--- config.mk ---
export PLATFORM = sky130hd
export DESIGN_NAME = instr_fetch
export DESIGN_NICKNAME = d
export VERILOG_FILES = /design/src/rtl/instr_fetch.sv
export SDC_FILE = /design/constraint.sdc
export NUM_CORES = 1
export LEC_CHECK = 0
export CORE_MARGIN = 4
export CORE_UTILIZATION = 40
export DETAILED_ROUTE_END_ITERATION = 7
export PLACE_DENSITY = 0.66
export SLEW_MARGIN = 0
export SYNTH_ARGS = -nofsm -noshare
export SYNTH_HDL_FRONTEND = slang
export SYNTH_SLANG_ARGS = --single-unit
--- constraint.sdc ---
create_clock -name clk -period 10.5 [get_ports clk]
set_clock_uncertainty 0.1 [all_clocks]
set_input_delay 2.625 -clock clk [delete_from_list [all_inputs] [get_ports clk]]
set_output_delay 2.625 -clock clk [all_outputs]
set_load 0.05 [all_outputs]
--- src/rtl/instr_fetch.sv ---
// Instruction fetch unit: PC generator feeding a DEPTH-entry fetch buffer with redirect flush.
// Optional macro FETCH_HALT_EN stops fetching after an ECALL/EBREAK until redirect or reset.
module instr_fetch #(
  parameter logic [31:0] RESET_PC = 32'h0000_0000,
  parameter int          DEPTH    = 2
) (
  input  logic        clk,
  input  logic        reset,
  output logic [31:0] Instr_Addr,
  input  logic [31:0] Instr_rdata,
  input  logic        redirect_valid,
  input  logic [31:0] redirect_addr,
  output logic        out_valid,
  input  logic        out_ready,
  output logic [31:0] out_instr,
  output logic [31:0] out_pc
);

  localparam int PTR_W = $clog2(DEPTH);
  localparam int CNT_W = PTR_W + 1;
  localparam logic [CNT_W-1:0] FULL_C = CNT_W'(DEPTH);
  localparam logic [31:0] NOP_C    = 32'h0000_0013;

`ifdef FETCH_HALT_EN
  localparam logic [31:0] ECALL_C  = 32'h0000_0073;
  localparam logic [31:0] EBREAK_C = 32'h0010_0073;
  typedef enum logic {RUN, HALT} state_t;
`else
  typedef enum logic {RUN} state_t;
`endif

  state_t               state_q;
  logic [31:0]          pc_q;
  logic [PTR_W-1:0]     rd_ptr_q, wr_ptr_q, rd_next;
  logic [CNT_W-1:0]     count_q;
  logic [31:0]          buf_instr [DEPTH];
  logic [31:0]          buf_pc    [DEPTH];
  logic [31:0]          out_instr_q, out_pc_q;
  logic [31:0]          head_instr_d, head_pc_d;
  logic                 pop, push;

  assign Instr_Addr = pc_q;
  assign out_valid  = (count_q != '0);
  assign out_instr  = out_instr_q;
  assign out_pc     = out_pc_q;

  assign pop     = out_valid && out_ready;
  assign push    = (state_q == RUN) && !redirect_valid && ((count_q != FULL_C) || pop);
  assign rd_next = rd_ptr_q + PTR_W'(1);

  // Next head: the entry behind the popped one, or the word being pushed into an
  // empty (or just-emptied) buffer; otherwise the registered head simply holds.
  always_comb begin
    head_instr_d = out_instr_q;
    head_pc_d    = out_pc_q;
    if (pop && (count_q > CNT_W'(1))) begin
      head_instr_d = buf_instr[rd_next];
      head_pc_d    = buf_pc[rd_next];
    end else if (push && ((count_q == '0) || (pop && (count_q == CNT_W'(1))))) begin
      head_instr_d = Instr_rdata;
      head_pc_d    = pc_q;
    end
  end

  // NOTE: buffer storage has no reset; count/pointers alone define which entries are live.
  always_ff @(posedge clk) begin
    if (!reset && push) begin
      buf_instr[wr_ptr_q] <= Instr_rdata;
      buf_pc[wr_ptr_q]    <= pc_q;
    end
  end

  // NOTE: all state below uses non-blocking assignments so every register samples pre-edge values.
  always_ff @(posedge clk) begin
    if (reset) begin
      state_q     <= RUN;
      pc_q        <= RESET_PC;
      rd_ptr_q    <= '0;
      wr_ptr_q    <= '0;
      count_q     <= '0;
      out_instr_q <= NOP_C;
      out_pc_q    <= RESET_PC;
    end else if (redirect_valid) begin
      state_q  <= RUN;
      pc_q     <= {redirect_addr[31:2], 2'b00};
      rd_ptr_q <= '0;
      wr_ptr_q <= '0;
      count_q  <= '0;
    end else begin
      if (pop)  rd_ptr_q <= rd_next;
      if (push) begin
        wr_ptr_q <= wr_ptr_q + PTR_W'(1);
        pc_q     <= pc_q + 32'd4;
`ifdef FETCH_HALT_EN
        if ((Instr_rdata == ECALL_C) || (Instr_rdata == EBREAK_C)) state_q <= HALT;
`endif
      end
      case ({push, pop})
        2'b10:   count_q <= count_q + CNT_W'(1);
        2'b01:   count_q <= count_q - CNT_W'(1);
        default: count_q <= count_q;
      endcase
      out_instr_q <= head_instr_d;
      out_pc_q    <= head_pc_d;
    end
  end

endmodule

# --- Word level (Yosys, flattened, before mapping) ---
# Memories as Yosys holds them, arrays and structs flattened.
# Index checks and enable logic that the tools add are counted.
totals:
  ff_bits: 100
  mem_bits_rw: 128
  output_inout_bits: 97
  mem_count: 2
mem_list:
  columns: ["memory", "words", "width", "read_ports", "rd_ports_with_merged_regs", "write_ports", "line_no", "text"]
  rows:
  - ["buf_instr", 2, 32, 1, 0, 1, "36", "logic [31:0] buf_instr [DEPTH];"]
  - ["buf_pc", 2, 32, 1, 0, 1, "37", "logic [31:0] buf_pc [DEPTH];"]
classes:
  n_addsub: 5
  order_cmp: 1
  n_eq_ne: 4
  muxes: 9
  bitwise_logic: 1
  n_reduce_logical: 17
ops:
  columns: ["cell", "count"]
  rows:
  - ["$mux W32", 6]
  - ["$add A32 B3 Y32 const B", 1]
  - ["$reduce_bool A2 Y1", 4]
  - ["$logic_and A1 B1 Y1", 6]
  - ["$eq A2 B1 Y1 const B", 2]
  - ["$pmux W2 S2", 1]
  - ["$add A1 B1 Y1 const B", 2]
  - ["$add A2 B1 Y2 const B", 1]
  - ["$eq A2 B2 Y1 const B", 1]
  - ["$gt A2 B1 Y1 const B", 1]
  - ["$logic_not A1 Y1", 2]
  - ["$logic_not A2 Y1", 1]
  - ["$logic_or A1 B1 Y1", 2]
  - ["$mux W1", 2]
  - ["$ne A2 B2 Y1 const B", 1]
  - ["$reduce_and A2 Y1", 1]
  - ["$reduce_or A2 Y1", 1]
  - ["$sub A2 B1 Y2 const B", 1]
  - ["$not A1 Y1", 1]

# --- Depth between registers and ports, before layout ---
logic_depth:
  ltp_word: 7
  mapped_depth: 11

# --- Least setup slack after synthesis ---
# No wires, ideal clock.
synth_path:
  path_kind: "input port to flip-flop"
  startpoint: "input out_ready"
  endpoint: "memory buf_instr[0][0], enable pin"
  setup_ns: 0.482
  arrival_time_ns: 5.936
  slack_ns: 3.982
  cell_stages: 6
  path_buffers: 2
  path_cell_list: "nand2b_4 buf_6 nand2_1 clkbuf_1 nand2_1 nor2_1"
synth_via:
  elab_chain_cells: 6
synth_rtl:
  columns: ["element", "line_no", "text"]
  rows:
  - ["from (decl)", "14", "input logic out_ready,"]
  - ["$logic_and A1 B1 Y1", "47", "assign pop = out_valid && out_ready;"]
  - ["$logic_or A1 B1 Y1", "48", "assign push = (state_q == RUN) && !redirect_valid && ((count_q != FULL_C) || pop);"]
  - ["$logic_and A1 B1 Y1", "48", null]
  - ["$logic_and A1 B1 Y1", "67", "if (!reset && push) begin"]
  - ["$mux W1", "67", null]
  - ["$mux W1 (implied by the code)", "68", "buf_instr[wr_ptr_q] <= Instr_rdata;"]
  - ["to (decl)", "36", null]
# No other way between the ends.

# --- Worst setup path in the final report ---
layout_path:
  startpoint: "input out_ready"
  endpoint: "memory buf_instr[0][23], enable pin"
# The elaborated chain is that of the path after synthesis.

==> metrics.csv <==
stage,metric,value,unit
setup_path,Crit. End Element,flip-flop,
placed_design,DP Area,0.0109,mm2
yosys,"FF+latch count, synth",220,
layout,Post-Layout Cell Count,1221,
placed_design,gp weighted congestion,0.782,
hold_path,Hold Crit Class,flip-flop to flip-flop,
clock_network,post-cts sizing count,0,
timing,Max-slew headroom,0.316,
clock_network,worst skew pair latency,500,ps
grt,first-pass GRT wire length,34200,um
setup_path,crit path DAT,5290,ps
timing,crit path time final,5240,ps
die,Initial Util,0.412,
timing,# setup viols final,0,
clock_network,CTS Buffer Depth,3,
die,IO Count,165,
placed_design,post-DP HPWL,13200,um
die,Die Y-Extent,159,um
pwr,Clk pwr share,0.386,
timing,Max Slew Vio Count,0,
clock_network,Post-CTS Repair Setup Buffers,0,
routing,# DRC,0,
setup_path,Top delay family on crit path,simple AND/OR/NAND/NOR gates,
grt,initial antenna violation count,2,
yosys,Post-Synth Adder-Cell Area,0.00687,
clock_network,H-tree depth,1,
pwr,switching power,550,uW
routing,final antenna-violating net count,0,
pwr,Pint,1560,uW
yosys,fraction of registers with async set/reset,0,
yosys,count of unique library cells instantiated by Yosys,41,
die,Core Area,0.0221,mm2
grt,pin count of the biggest net entering global routing,77,
routing,Routed WL,21700,um
yosys,post-synthesis simple-gate area fraction,0.112,
layout,# diodes,0,
status,status,completed,
setup_path,startpoint types,primary input,
run,MaxCap Viol Count,0,
yosys,mux cell area share after synthesis,0.0704,
die,Die W,159,um
yosys,Synthesis Warnings,0,
grt,vias in the first global route,6322,
timing,measured slew at the worst slew-check pin,1020,ps
routing,via count,6388,
setup_path,WS Path Type,primary input to flip-flop,
clock_network,Sink Count,220,
die,die area,0.0252,mm2
timing,period utilization,0.499,
yosys,"EDFF count, synth",124,
routing,WL/cell,17.7,um
clock_network,CTS tree,yes,
grt,Total GRT Usage,0.164,
layout,"Core Util, Final",0.526,
pwr,power consumption,2110,uW
pwr,leakage power,0.00369,uW
pwr,Combinational Power Share,0.142,
pwr,power per cell area,181,mW/mm2
yosys,Mapped Cells,789,
pwr,Worst VDD drop,0.116,mV
layout,share of layout cells above drive strength 1,0.0638,
yosys,"Cell Area, Synth",0.00910,mm2
setup_path,CP Max Fanout,32,
yosys,Avg Synthesized Cell Area,11.5,um2
timing,RSZ-0062 raised after global routing,no,
setup_path,buffers and inverters on the worst path,2,
clock_network,clock buffer count from CTS,24,
placed_design,number of port buffers,158,
yosys,"Top FF cell, synth",edfxtp_1,
pwr,Sw Ratio,0.261,
routing,DR iter-0 viols,298,
timing,fmax,0.191,GHz
clock_network,post-cts hold buffer count,0,
layout,NumNets Final,997,
routing,first-pass detailed-route iteration total,4,
layout,Layout area overhead,27.7,%
setup_path,critical path's slowest cell,nor2_4,
grt,gr ovfl total,0,
clock_network,"Reg clk slew, reported paths",60,ps
setup_path,CP peak stage delay,810,ps
routing,Via density,5.23,
setup_path,Crit path top cell by count,nand2_1,
setup_path,reg2reg setup slack,7170,ps
yosys,largest family of logic cells by synthesized area,compound AO/OA/AOI/OAI gates,
timing,setup tns final,0,ps
timing,endpoints failing hold,0,
setup_path,Critical Path RT,10540,ps
pwr,sequential share of power,0.472,
clock_network,CTS root buf,clkbuf_16,
yosys,complex-gate fraction of the synthesized area,0.127,
layout,final instance area,0.0116,mm2
placed_design,placed cell count,1178,
yosys,XOR/XNOR Fraction of Synth Area,0.0279,
die,Row Count,54,
setup_path,critical path cell sequence,"clkdlybuf4s50_1, nand2b_4, nand2_1, nand2_1, nor2_4, buf_4",
yosys,"Seq/Total Area, Yosys",0.620,
-- registers in the layout, summed over array words and instances (netlist names) --
register	count
Instr_Addr	30
buf_instr	64
buf_pc	60
count_q	2
out_instr	32
out_pc	30
rd_ptr_q	1
wr_ptr_q	1
-- worst register-to-register path, cell delays in order (launching register included) --
cell and delay (ps):
dfxtp_1 340, inv_1 110, ha_1 210, nand2b_4 220
nand2_1 360, nand2_1 220, nor2_4 810, buf_4 570
-- per-layer routing --
metal / part of all wire / up-vias / track usage
met5: 0.0011 / - / 0
met4: 0.018 / 4 / 0.0375
met3: 0.068 / 32 / 0.0456
met2: 0.46 / 163 / 0.265
met1: 0.46 / 3051 / 0.222
li1: - / 3138 / -
-- kinds of logic (layout without fill, tap and decap cells) --
| family | count (synthesis) | after routing |
|---|---|---|
| flip-flops | 220 | 220 |
| XOR/XNOR | 29 | 29 |
| multiplexers | 64 | 64 |
| AO/OA/AOI/OAI | 171 | 171 |
| AND/OR/NAND/NOR | 226 | 226 |
| adder cells (fa/ha/maj) | 5 | 5 |
| other | 1 | 4 |
| buffers and inverters | 73 | 222 |
-- cells in the mapped netlist, types with 2 or more instances --
cell type	count	area, um2
nand2_1	145	544
edfxtp_1	124	3720
dfxtp_1	96	1920
a21oi_1	70	350
mux2i_1	64	641
o211ai_1	61	458
clkbuf_1	35	131
nor2_1	33	124
xor2_1	21	184
buf_2	17	85.1
a211oi_1	16	120
inv_1	13	48.8
nand4_1	11	68.8
nand3_1	9	45.0
xnor2_1	8	70.1
a211oi_2	6	75.1
ha_1	5	62.6
nor3_1	5	25.0
a211o_1	4	35.0
a311oi_1	4	35.0
and3_1	4	25.0
buf_4	4	30.0
o21ai_0	4	20.0
or3_1	4	25.0
and2_1	3	18.8
buf_1	3	11.3
a2111oi_0	2	17.5
and4_1	2	17.5
nand3_4	2	35.0
nor3b_1	2	15.0
o22ai_1	2	12.5
-- final timing paths --
path	startpoint	to	cells past startpoint
setup / recovery	out_ready	buf_instr[0][23]	6
hold / removal	out_instr[13]	out_instr[13]	2
hold reg to reg	out_instr[13]	out_instr[13]	2
setup reg to reg	count_q[1]	buf_instr[0][23]	7
-- cells in the final DEF (no fill, tap or decap), drive strengths merged, types with 3 or more instances in the layout --
master	n
a211oi	22
nor2	33
xor2	21
nor3	6
a2111oi	3
clkdlybuf4s50	157
buf	9
a211o	4
or3	4
and3	4
conb	4
clkinv	4
ha	5
and2	3
mux2i	64
edfxtp	124
a311oi	4
inv	13
nand3	12
o211ai	61
o21ai	4
xnor2	8
clkbuf	37
nand4	11
nand2	145
dfxtp	96
a21oi	70
-- cell type report --
class                   instances  area (um2)
fillers                      1985       10500
flip-flops and latches        220        5650
multi-input cells             499        3170
repair buffers                166        1640
clock buffers                  37         681
well taps                     280         350
clock inverters                 6        78.8
inverters                      13        48.8
-- power by group through the flow --
stage	clock, uW	combinational (uW)	sequential (uW)
6_report	813	300	993
3_3_place_gp	0	300	1010
3_5_place_dp	0	303	1010
2_1_floorplan	0	107	1090
4_1_cts	835	304	994
5_1_grt	865	321	999
-- metrics by stage --
step	hold slack (ps)	setup slack (ps)
final	352	5260
after global routing	367	4920
after CTS	354	5170
after detailed placement	346	4630
after global placement	342	4630
after floorplan	427	3980
Note: power is estimated with default switching activity, not from simulation.
